**src/rtl/uart_tx.sv**
```systemverilog
// UART transmitter: start bit, DATA_BITS data bits LSB first, optional parity, one or two stop bits.
// Bit timing comes from an external baud_tick strobe; baud_run enables that generator while a frame is in flight.
module uart_tx #(
    parameter int DATA_BITS = 8
) (
    input  logic                 clock,
    input  logic                 reset,
    input  logic [DATA_BITS-1:0] tx_data,
    input  logic                 tx_valid,
    output logic                 tx_ready,
    input  logic                 parity_en,
    input  logic                 parity_odd,
    input  logic                 two_stop,
    input  logic                 baud_tick,
    output logic                 baud_run,
    output logic                 tx_out,
    output logic                 tx_busy,
    output logic                 tx_done
);

    localparam int IDX_W = $clog2(DATA_BITS);

    typedef enum logic [2:0] {
        S_IDLE,
        S_START,
        S_DATA,
        S_PARITY,
        S_STOP
    } state_t;

    state_t                 r_state, w_state_next;
    logic [DATA_BITS-1:0]   r_data, w_data_next;
    logic                   r_par_en, w_par_en_next;
    logic                   r_par_odd, w_par_odd_next;
    logic                   r_two_stop, w_two_stop_next;
    logic [IDX_W-1:0]       r_bit_idx, w_bit_idx_next;
    logic                   r_stop_cnt, w_stop_cnt_next;
    logic                   r_tx_out, w_tx_out_next;
    logic                   r_done, w_done_next;

    always_ff @(posedge clock or posedge reset) begin
        if (reset) begin
            r_state    <= S_IDLE;
            r_data     <= '0;
            r_par_en   <= 1'b0;
            r_par_odd  <= 1'b0;
            r_two_stop <= 1'b0;
            r_bit_idx  <= '0;
            r_stop_cnt <= 1'b0;
            r_tx_out   <= 1'b1;
            r_done     <= 1'b0;
        end else begin
            r_state    <= w_state_next;
            r_data     <= w_data_next;
            r_par_en   <= w_par_en_next;
            r_par_odd  <= w_par_odd_next;
            r_two_stop <= w_two_stop_next;
            r_bit_idx  <= w_bit_idx_next;
            r_stop_cnt <= w_stop_cnt_next;
            r_tx_out   <= w_tx_out_next;
            r_done     <= w_done_next;
        end
    end

    always_comb begin
        w_state_next    = r_state;
        w_data_next     = r_data;
        w_par_en_next   = r_par_en;
        w_par_odd_next  = r_par_odd;
        w_two_stop_next = r_two_stop;
        w_bit_idx_next  = r_bit_idx;
        w_stop_cnt_next = r_stop_cnt;
        w_done_next     = 1'b0;

        case (r_state)
            S_IDLE: begin
                if (tx_valid) begin
                    w_state_next    = S_START;
                    w_data_next     = tx_data;
                    w_par_en_next   = parity_en;
                    w_par_odd_next  = parity_odd;
                    w_two_stop_next = two_stop;
                    w_bit_idx_next  = '0;
                    w_stop_cnt_next = 1'b0;
                end
            end
            S_START: begin
                if (baud_tick) begin
                    w_state_next   = S_DATA;
                    w_bit_idx_next = '0;
                end
            end
            S_DATA: begin
                if (baud_tick) begin
                    if (r_bit_idx == IDX_W'(DATA_BITS - 1)) begin
                        w_state_next    = r_par_en ? S_PARITY : S_STOP;
                        w_stop_cnt_next = 1'b0;
                    end else begin
                        w_bit_idx_next = r_bit_idx + IDX_W'(1);
                    end
                end
            end
            S_PARITY: begin
                if (baud_tick) begin
                    w_state_next    = S_STOP;
                    w_stop_cnt_next = 1'b0;
                end
            end
            S_STOP: begin
                if (baud_tick) begin
                    // The second stop bit is only owed when two_stop was latched.
                    if (!r_two_stop || r_stop_cnt) begin
                        w_state_next    = S_IDLE;
                        w_stop_cnt_next = 1'b0;
                        w_bit_idx_next  = '0;
                        w_done_next     = 1'b1;
                    end else begin
                        w_stop_cnt_next = 1'b1;
                    end
                end
            end
            default: begin
                w_state_next = S_IDLE;
            end
        endcase
    end

    // Line level is derived from the next state so tx_out comes straight from a flop.
    always_comb begin
        w_tx_out_next = 1'b1;
        case (w_state_next)
            S_START:  w_tx_out_next = 1'b0;
            S_DATA:   w_tx_out_next = w_data_next[w_bit_idx_next];
            S_PARITY: w_tx_out_next = (^r_data) ^ r_par_odd;
            default:  w_tx_out_next = 1'b1;
        endcase
    end

    assign tx_ready = (r_state == S_IDLE);
    assign tx_busy  = ~tx_ready;
    assign baud_run = tx_busy;
    assign tx_out   = r_tx_out;
    assign tx_done  = r_done;

endmodule

```
**config.mk**
```make
export PLATFORM = sky130hd
export DESIGN_NAME = uart_tx
export DESIGN_NICKNAME = d
export VERILOG_FILES = /design/src/rtl/uart_tx.sv
export SDC_FILE = /design/constraint.sdc
export NUM_CORES = 1
export LEC_CHECK = 0
export ABC_AREA = 1
export CAP_MARGIN = 5
export CORE_MARGIN = 2
export CORE_UTILIZATION = 55
export DETAILED_ROUTE_END_ITERATION = 8
export DONT_BUFFER_PORTS = 1
export MAX_ROUTING_LAYER = met4
export PLACE_DENSITY = 0.72
export SETUP_SLACK_MARGIN = 0.2
export SKIP_CTS_REPAIR_TIMING = 1
export SYNTH_ARGS = -nofsm -noshare
export SYNTH_HDL_FRONTEND = slang
export SYNTH_SLANG_ARGS = --single-unit
```
**constraint.sdc**
```tcl
create_clock -name clock -period 2.4 [get_ports clock]
set_input_delay 0.12 -clock clock [delete_from_list [all_inputs] [get_ports clock]]
set_output_delay 0.12 -clock clock [all_outputs]
set_load 0.02 [all_outputs]
```
# Word-level counts from Yosys, hierarchy flattened
# Index checks and enable logic that the tools add are counted.
# totals
ff_bits,20
wordCells,64
input_bits,15
# op_classes
n_lt_le_gt_ge,1
add_sub_neg,1
n_bitwise,2
n_reduce_logical,7
n_mux,31
n_eq_ne,13
# op_table
operator,n
two-way mux 3 bit,14
two-way mux 8 bit,2
one-hot mux 3 bit (5 select lines),1
"== test 3 x 2 -> 1 bit, second input constant",4
one-hot mux 3 bit (4 select lines),1
two-way mux 1 bit,10
"!= test 2 bit, second input constant",5
parity 8 bit,1
"== test 3 x 1 -> 1 bit, second input constant",2
"== test 3 bit, second input constant",2
AND reduction 6 bit,1
"less-than comparator 3 x 4 -> 1 bit, second input constant",1
one-hot mux 1 bit (4 select lines),1
nonzero test 4 bit,1
"adder 3 x 1 -> 3 bit, second input constant",1
binary-select mux 1 bit (select 3 bit),1
logical NOT 3 bit,1
one-hot mux 1 bit (3 select lines),1
AND reduction 2 bit,1
logical NOT 1 bit,1
logical OR 1 bit,1
inverter 1 bit,1
XOR 1 bit,1

# Longest topological paths before layout
# Gate-level depths: netlist of the first run.
# depth
ltp_word,8
mapped_depth,14
ltp_nobuf,14

# Least setup slack after synthesis of the first run
# Ideal clock, no wire load.
# synth_path
path_type,register to register
start,register r_state[1]
end,register r_tx_out (netlist: tx_out)
n_path_buf,1
synth_period_minus_slack_ns,1.533
t_required_ns,2.322
stages_incl_launch_ff,12
setup_slack_ns,0.867
arrival_time_ns,1.456
cell_sequence,dfrtp_1 > nor2_4 > nand2_4 > inv_4 > nand2_4 > buf_8 > o21ai_2 > nand3_1 > nand3_1 > nand3_1 > nand3_1 > nand2_1
# synth_between
elab_chain_cells,5
elab_cells_between_ends,21
classes_between,7 x eq/ne; 13 x mux; 1 x reduce/logical
# synth_rtl
element,line_no,source
from (decl),31,"state_t r_state, w_state_next;"
from (signal assigned),53,r_state <= w_state_next;
logical NOT 3 bit *,-,
net tx_ready,10,"output logic tx_ready,"
one-hot mux 3 bit (4 select lines) or two-way mux 8 bit (tied branches),75,case (r_state)
binary-select mux 1 bit (select 3 bit),133,S_DATA: w_tx_out_next = w_data_next[w_bit_idx_next];
two-way mux 1 bit (not written as such),133,
one-hot mux 1 bit (3 select lines) *,131,case (w_state_next)
net w_tx_out_next,38,"logic r_tx_out, w_tx_out_next;"
to (signal assigned),60,r_tx_out <= w_tx_out_next;
to (decl),38,
# Mark *: on every way through the listed nets, which the timed path passes. The rest lies on a longest branch. The select of a mux whose other input is x is not followed.
# A chain may end at the register's enable or synchronous reset.

# Worst setup path in the final report of the first run
# Ends and elaborated chain as after synthesis.

==> reports/metrics.yaml, run 1 <==
report.final.slew_viol_count: 0
via_count: 1140
fmax_ghz: 0.5628
cts_bufs_inserted: 3
pin_count_of_the_biggest_net_entering_global_routing: 21
worst-setup-path-type: "reg2reg"
final_util: 0.6687
average_vias_per_placed_instance: 5.205
layout_min_cycle_time_ns: 1.777
run_status: "finished, final reports clean"
power.density_mw_per_mm2: 1384
final.period_utilization: 0.7404
basic_gate_share_of_the_synthesized_area_counting_and_or_nand_and_nor_cells: 0.3402
synth.cell_area_mm2: 0.001328
final-hold-violation-count: 0
ys_seq_area_frac: 0.3779
ys_seq_elements: 20
timing.max_slew.rel_slack: 0.4903
worst_slew_pin_slew_ns: 0.7638
port_buffers: 0
clock-sinks: 20
place_hpwl_um: 2124
clkTransAtPathRegs_ns: 0.12
total_inserted_antenna_cells: 0
global_router_s_overall_resource_usage: 0.2278
regToRegEndpoint: "tx_out"
proportion_of_synthesized_area_in_mux_cells: 0
start_util: 0.5888
crit_required_ns: 2.65
regArea_um2: 501.7
die_area_mm2: 0.002823
dp_cells: 203
syn-mean-instance-area_um2: 7.458
drive_gt1_frac: 0.1675
core_mm2: 0.002255
worst_clock_skew_ns: 0.004914
postSynthCellCount: 178
layout.cells.non_filler: 219
fp.dieH_um: 53.13
clock-root-buffer: "clkbuf_4"
worstSetupStartpointType: "flop"
max_cap_viol_count: 0
fillCellCount: 200
die_w_um: 53.13
hold_path_depth: 2
setup_viol: 0
drt_first_pass_iters: 4
wire_length_of_the_first_global_routing_pass_um: 4450
drt_drc_violations_left: 0
count_of_unique_library_cells_instantiated_by_yosys: 32
globalRoute.totalOverflow: 0
ys.warnings.count: 0
min-delay-path-class: "in2reg"
fin_setup_tns_ns: 0
critPathCaptureType: "flop"
synth_fa_ha_area_frac: 0.009425
cp_max_fo: 14
clock_path_buffers: 2
synth_compound_area_frac: 0.1169
r2r-start: "r_state[1]"
power.static_leakage_uw: 0.0007577
net_count_after_synthesis: 194
power.ir.vdd_worst_v: 0.0008337
yosys.area_share.xor_xnor: 0.03959
detail-route-antenna-nets: 0
drt-wirelength-per-cell_um: 12.87
setup_slack_of_the_worst_register_to_register_path_ns: 0.62
ff2ff_path_depth: 10
detailedRoute.firstIterationViolations: 35
rsz_0062_raised_after_global_routing: "no"
timing.hold.worst.start: "baud_tick"
hold_end: "r_state[1]"
grt_antenna_before_repair: 0
place.gp.congestion: 0.8428
num-nets-final: 208
wirelength_routed_um: 2819
clock_tree.htree_level_count: 1
worst-endpoint-arrival_ns: 2.03
num_rows: 17
tritoncts: "built"
multiInputGateArea_um2: 671.9
synth_top_family_by_area: "simple AND/OR/NAND/NOR gates"
first_global_vias: 1080
worst_skew_pair_latency_ns: 0.30
ios: 20
syn_to_final_growth_pct: 13.57
power by group:
group / total [uW] / switching (uW) / internal, uW
clock: 278 / 109 / 169
combinational: 1200 / 759 / 437
sequential: 613 / 129 / 485
registers in the layout (all words and copies together), names as in the netlist:
| signal | cells |
|---|---|
| r_two_stop | 1 |
| r_par_odd | 1 |
| tx_out | 1 |
| r_state | 3 |
| r_stop_cnt | 1 |
| r_par_en | 1 |
| r_data | 8 |
| tx_done | 1 |
| r_bit_idx | 3 |
routing by layer:
| layer | track usage | vias up | share of wire |
|---|---|---|---|
| met5 | - | - | 0 |
| met4 | 0.06410 | 0 | 0.0060 |
| met3 | 0.05367 | 2 | 0.061 |
| met2 | 0.3854 | 31 | 0.49 |
| met1 | 0.2716 | 526 | 0.44 |
| li1 | - | 581 | - |
Yosys cell counts:
| cell type | number | share of area |
|---|---|---|
| o31ai_1 | 2 | 0.011 |
| nand3_1 | 17 | 0.064 |
| buf_8 | 1 | 0.011 |
| nand2_4 | 2 | 0.017 |
| nand2_2 | 9 | 0.042 |
| nand2_1 | 42 | 0.12 |
| xor2_1 | 1 | 0.0066 |
| xnor2_1 | 5 | 0.033 |
| nor2_4 | 2 | 0.017 |
| dfstp_2 | 1 | 0.020 |
| nor2_2 | 3 | 0.014 |
| buf_2 | 1 | 0.0038 |
| o21bai_4 | 1 | 0.014 |
| o2111ai_1 | 1 | 0.0066 |
| a21oi_1 | 2 | 0.0075 |
| buf_4 | 1 | 0.0057 |
| nor2_1 | 11 | 0.031 |
| dfrtp_1 | 19 | 0.36 |
| inv_2 | 3 | 0.0085 |
| inv_4 | 1 | 0.0047 |
| o21ai_2 | 5 | 0.033 |
| nor3_1 | 2 | 0.0075 |
| ha_1 | 1 | 0.0094 |
| o221ai_1 | 1 | 0.0066 |
| inv_1 | 29 | 0.082 |
| and2_1 | 1 | 0.0047 |
| or2_1 | 4 | 0.019 |
| o211ai_1 | 1 | 0.0057 |
| o21ai_0 | 4 | 0.015 |
| o21ai_1 | 3 | 0.011 |
| or2_2 | 1 | 0.0047 |
| a22oi_1 | 1 | 0.0057 |
cells in the final DEF, fill, tap and decap left out:
cell type      synthesis  routed
a21oi_1                2       2
dfrtp_1               19      19
o2111ai_1              1       1
or2_1                  4       4
xnor2_1                5       5
o21ai_1                3       3
clkbuf_4               0       3
xor2_1                 1       1
o211ai_1               1       1
or2_2                  1       1
o31ai_1                2       2
inv_4                  1       1
a22oi_1                1       1
nor2_2                 3       3
o21bai_4               1       1
o21ai_2                5       5
and2_1                 1       1
dfstp_2                1       1
nor3_1                 2       2
nand2_4                2       2
dlygate4sd3_1          0      12
bufinv_16              0       1
o221ai_1               1       1
nor2_4                 2       2
inv_1                 29      29
o21ai_0                4       4
ha_1                   1       1
nand2_1               42      42
nor2_1                11      11
nand3_1               17      17
nand2_2                9       9
inv_2                  3       3
critical path, cell delays in order, from the launching register on:
cell and delay (ns):
dfrtp_1 0.51, nor2_4 0.17, nand2_4 0.14, inv_4 0.13, nand2_4 0.14, o21ai_0 0.24
nand3_1 0.11, nand3_1 0.09, nand3_1 0.07, nand3_1 0.07, nand2_1 0.05
metrics by stage:
stage                     setup WS (ns)  power [uW]  area (um^2)  hold slack [ns]
final                            0.6231        2087         1508         0.009796
after global routing             0.4987        2283         1508          0.01938
after CTS                        0.6397        2073         1388          -0.1536
after detailed placement         0.6606        1793         1335           0.1943
after global placement           0.7314        1740         1335           0.1856
after floorplan                  0.8668        1613         1328          0.08309
layout make-up:
class                      count  share of cell area
multi-input combinational    122              0.4456
sequential                    20              0.3328
inverter                      33             0.08382
timing repair buffer          12             0.07967
tap                           28             0.02324
clock inverter                 1             0.01992
clock buffer                   3             0.01494
cells by family after synthesis:
family	count (synthesis)
DFF	20
and+or+nand+nor	94
AOI/OAI and AO/OA	21
adders and majority gates	1
buffers and inverters	36
xor gates and xnor gates	6
worst max path at each step:
stage | from | end | slack (ns) | cells past startpoint
3_3_place_gp | r_state[2] | tx_out | 0.73 | 10
6_report | r_state[1] | tx_out | 0.62 | 10
5_1_grt | r_state[2] | tx_out | 0.50 | 10
3_5_place_dp | r_state[1] | tx_out | 0.66 | 10
4_1_cts | r_state[1] | tx_out | 0.64 | 10
2_1_floorplan | r_state[1] | tx_out | 0.87 | 11
(Power assumes the default switching activity.)
==> inputs of run 2 (changes only) <==
ABC_AREA = 0   (was 1)
PLACE_DENSITY = 0.75   (was 0.72)
clock period = 1.5 ns   (was 2.4 ns; I/O delays follow)
==> reports/metrics.yaml, run 2 <==
report.final.slew_viol_count: 0
share_clk_of_total_power: 0.069
average_vias_per_placed_instance: 5.931
critPathLaunch: "r_state[2]"
detail-route-antenna-nets: 0
fp.dieH_um: 49.85
reg_top3: "r_data: 8 flops, r_bit_idx: 3 flops, r_state: 3 flops"
die_area_mm2: 0.002485
pin_count_of_the_biggest_net_entering_global_routing: 16
mostFrequentLayoutCells: "buf_4 (24), dfrtp_1 (16), mux2_4 (10), dlygate4sd3_1 (10), buf_6 (8)"
hold_slack_ns: -0.07536
critPathCaptureType: "flop"
global_router_s_overall_resource_usage: 0.2363
detailedRoute.firstIterationViolations: 23
num-nets-final: 163
postSynthCellCount: 104
drt_drc_violations_left: 0
grt_antenna_before_repair: 0
drt_first_pass_iters: 4
die_w_um: 49.85
net_count_after_synthesis: 120
largest_reg_flops: 8
core_mm2: 0.001982
worst_skew_pair_latency_ns: 0.32
commonest_register_cell_after_synthesis: "dfrtp_1"
worst-setup-path-type: "reg2reg"
synth-async-reset-ratio: 1.000
worstSetupStartpointType: "flop"
post-synth-top-count-cell: "dfrtp_1"
synth.cell_area_mm2: 0.001156
number_of_enable_flip_flop_cells_after_synthesis: 0
power.static_leakage_uw: 0.0007670
pwr-share-seq: 0.248
final.period_utilization: 1.418
final_worst_setup_slack_ns: -0.6265
worst_slew_pin_slew_ns: 0.5579
synth_top_cell_by_area: "dfrtp_1"
num_rows: 16
cts_bufs_inserted: 3
clock_path_buffers: 2
crit_path_max_incr_delay_ns: 0.47
ys.warnings.count: 0
r2r-start: "r_state[2]"
ios: 20
tritoncts: "built"
combPwrFrac: 0.683
place_hpwl_um: 1997
leading_cell_type_in_the_layout_fill_and_taps_excluded: "buf_4"
worst-endpoint-arrival_ns: 2.37
crit_path_top_delay_cell: "dfrtp_2"
syn_to_final_growth_pct: 51.52
drive_gt1_frac: 0.5616
final_util: 0.8838
wirelength_routed_um: 3541
worst_clock_skew_ns: 0.01215
start_util: 0.5833
place.gp.congestion: 0.9263
failing_checks: "hold timing, setup timing"
netlist_top_cells_area: "dfrtp_1 (41%), mux2_2 (6.8%), mux2_4 (5.2%), xnor2_1 (4.5%), buf_6 (2.9%)"
min-delay-path-class: "in2reg"
netSwitchingFraction: 0.4261
final-hold-violation-count: 3
first_global_vias: 951
crit_chain: "nor3_4, and2_4, buf_12, mux2_4, nor3b_2, nor4_4, nor4_2, o21bai_1"
layout.cells.non_filler: 173
wire_length_of_the_first_global_routing_pass_um: 4326
synth.top_cells.by_count: "dfrtp_1 (19), inv_1 (7), mux2_2 (7), nand2_1 (7), xnor2_1 (6)"
ys_seq_area_frac: 0.4340
rsz_0062_raised_after_global_routing: "yes"
crit_required_ns: 1.75
via_count: 1026
total_inserted_antenna_cells: 0
clock-sinks: 20
run_status: "finished with violations"
timing.max_slew.rel_slack: 0.6277
setup_viol: 5
globalRoute.totalOverflow: 0
port_buffers: 0
intPower_uw: 2355
power.density_mw_per_mm2: 2343
largest-register: "r_data"
timing.hold.worst.start: "baud_tick"
drt-wirelength-per-cell_um: 20.47
count_of_unique_library_cells_instantiated_by_yosys: 40
clock_tree.htree_level_count: 1
fmax_ghz: 0.4702
ys_seq_elements: 20
max_cap_viol_count: 0
power.net_switching_uw: 1749
clock-root-buffer: "clkbuf_4"
synthDominantCellAreaShare: 0.4113
power.ir.vdd_worst_v: 0.002173
layout_min_cycle_time_ns: 2.127
cp_max_fo: 7
syn-mean-instance-area_um2: 11.12
clkTransAtPathRegs_ns: 0.12
dp_cells: 153
## run 2: per-layer routing
layer | global-route usage | up-vias | wire, um
li1 | - | 461 | -
met5 | - | - | 0
met1 | 0.2928 | 499 | 1467
met3 | 0.05152 | 17 | 182
met2 | 0.3911 | 49 | 1782
met4 | 0.06481 | 0 | 108
## run 2: power by group through the flow
| stage | combinational (uW) | sequential, uW | clock [uW] |
|---|---|---|---|
| 2_1_floorplan | 1530 | 927 | 0 |
| 6_report | 2800 | 1020 | 282 |
| 3_3_place_gp | 1980 | 974 | 0 |
| 3_5_place_dp | 2020 | 990 | 0 |
| 4_1_cts | 2040 | 979 | 286 |
| 5_1_grt | 2930 | 1040 | 317 |
## run 2: path summary, 6_finish.rpt
check	to	slack (ns)	depth (start not counted)
hold / removal	tx_done	-0.08	2
max in group asynchronous	r_two_stop	0.74	3
min in group asynchronous	r_par_odd	0.26	2
setup / recovery	tx_out	-0.63	8
hold reg to reg	r_two_stop	0.54	1
setup reg to reg	tx_out	-0.63	8
## run 2: cells by family (layout without fill, tap and decap cells)
logic type	after synthesis	in the layout	share of synthesized area
AOI/OAI and AO/OA	24	24	0.1580
buffers and inverters	12	54	0.06277
adders and majority gates	1	1	0.01082
and+or+nand+nor	27	27	0.1450
muxes	12	12	0.1288
xor gates and xnor gates	8	8	0.06061
DFF	20	20	0.4340
## run 2: cell type report
cell class | count | area [um^2]
inverters | 7 | 26.28
well taps | 27 | 33.78
flip-flops and latches | 20 | 505.5
multi-input cells | 72 | 769.5
clock buffers | 4 | 26.28
repair buffers | 43 | 390.4
fillers | 83 | 230.2
## run 2: per-stage QoR
stage          setup TNS [ns]  instance area, um^2  total power, uW  setup WS, ns
6_report              -0.9601                 1752             4104       -0.6265
5_1_grt                -1.242                 1752             4288       -0.6566
4_1_cts               -0.8141                 1406             3304       -0.5385
3_5_place_dp          -0.7470                 1380             3011       -0.5313
3_3_place_gp          -0.5874                 1380             2954       -0.4684
2_1_floorplan          -1.110                 1181             2454       -0.5595
## run 2: critical path, delay by kind of cell (launching register included)
kind	cells	cell delay [ns]
muxes	1	0.31
and+or+nand+nor	5	1.05
AOI/OAI and AO/OA	1	0.10
DFF	1	0.47
buffers and inverters	1	0.13
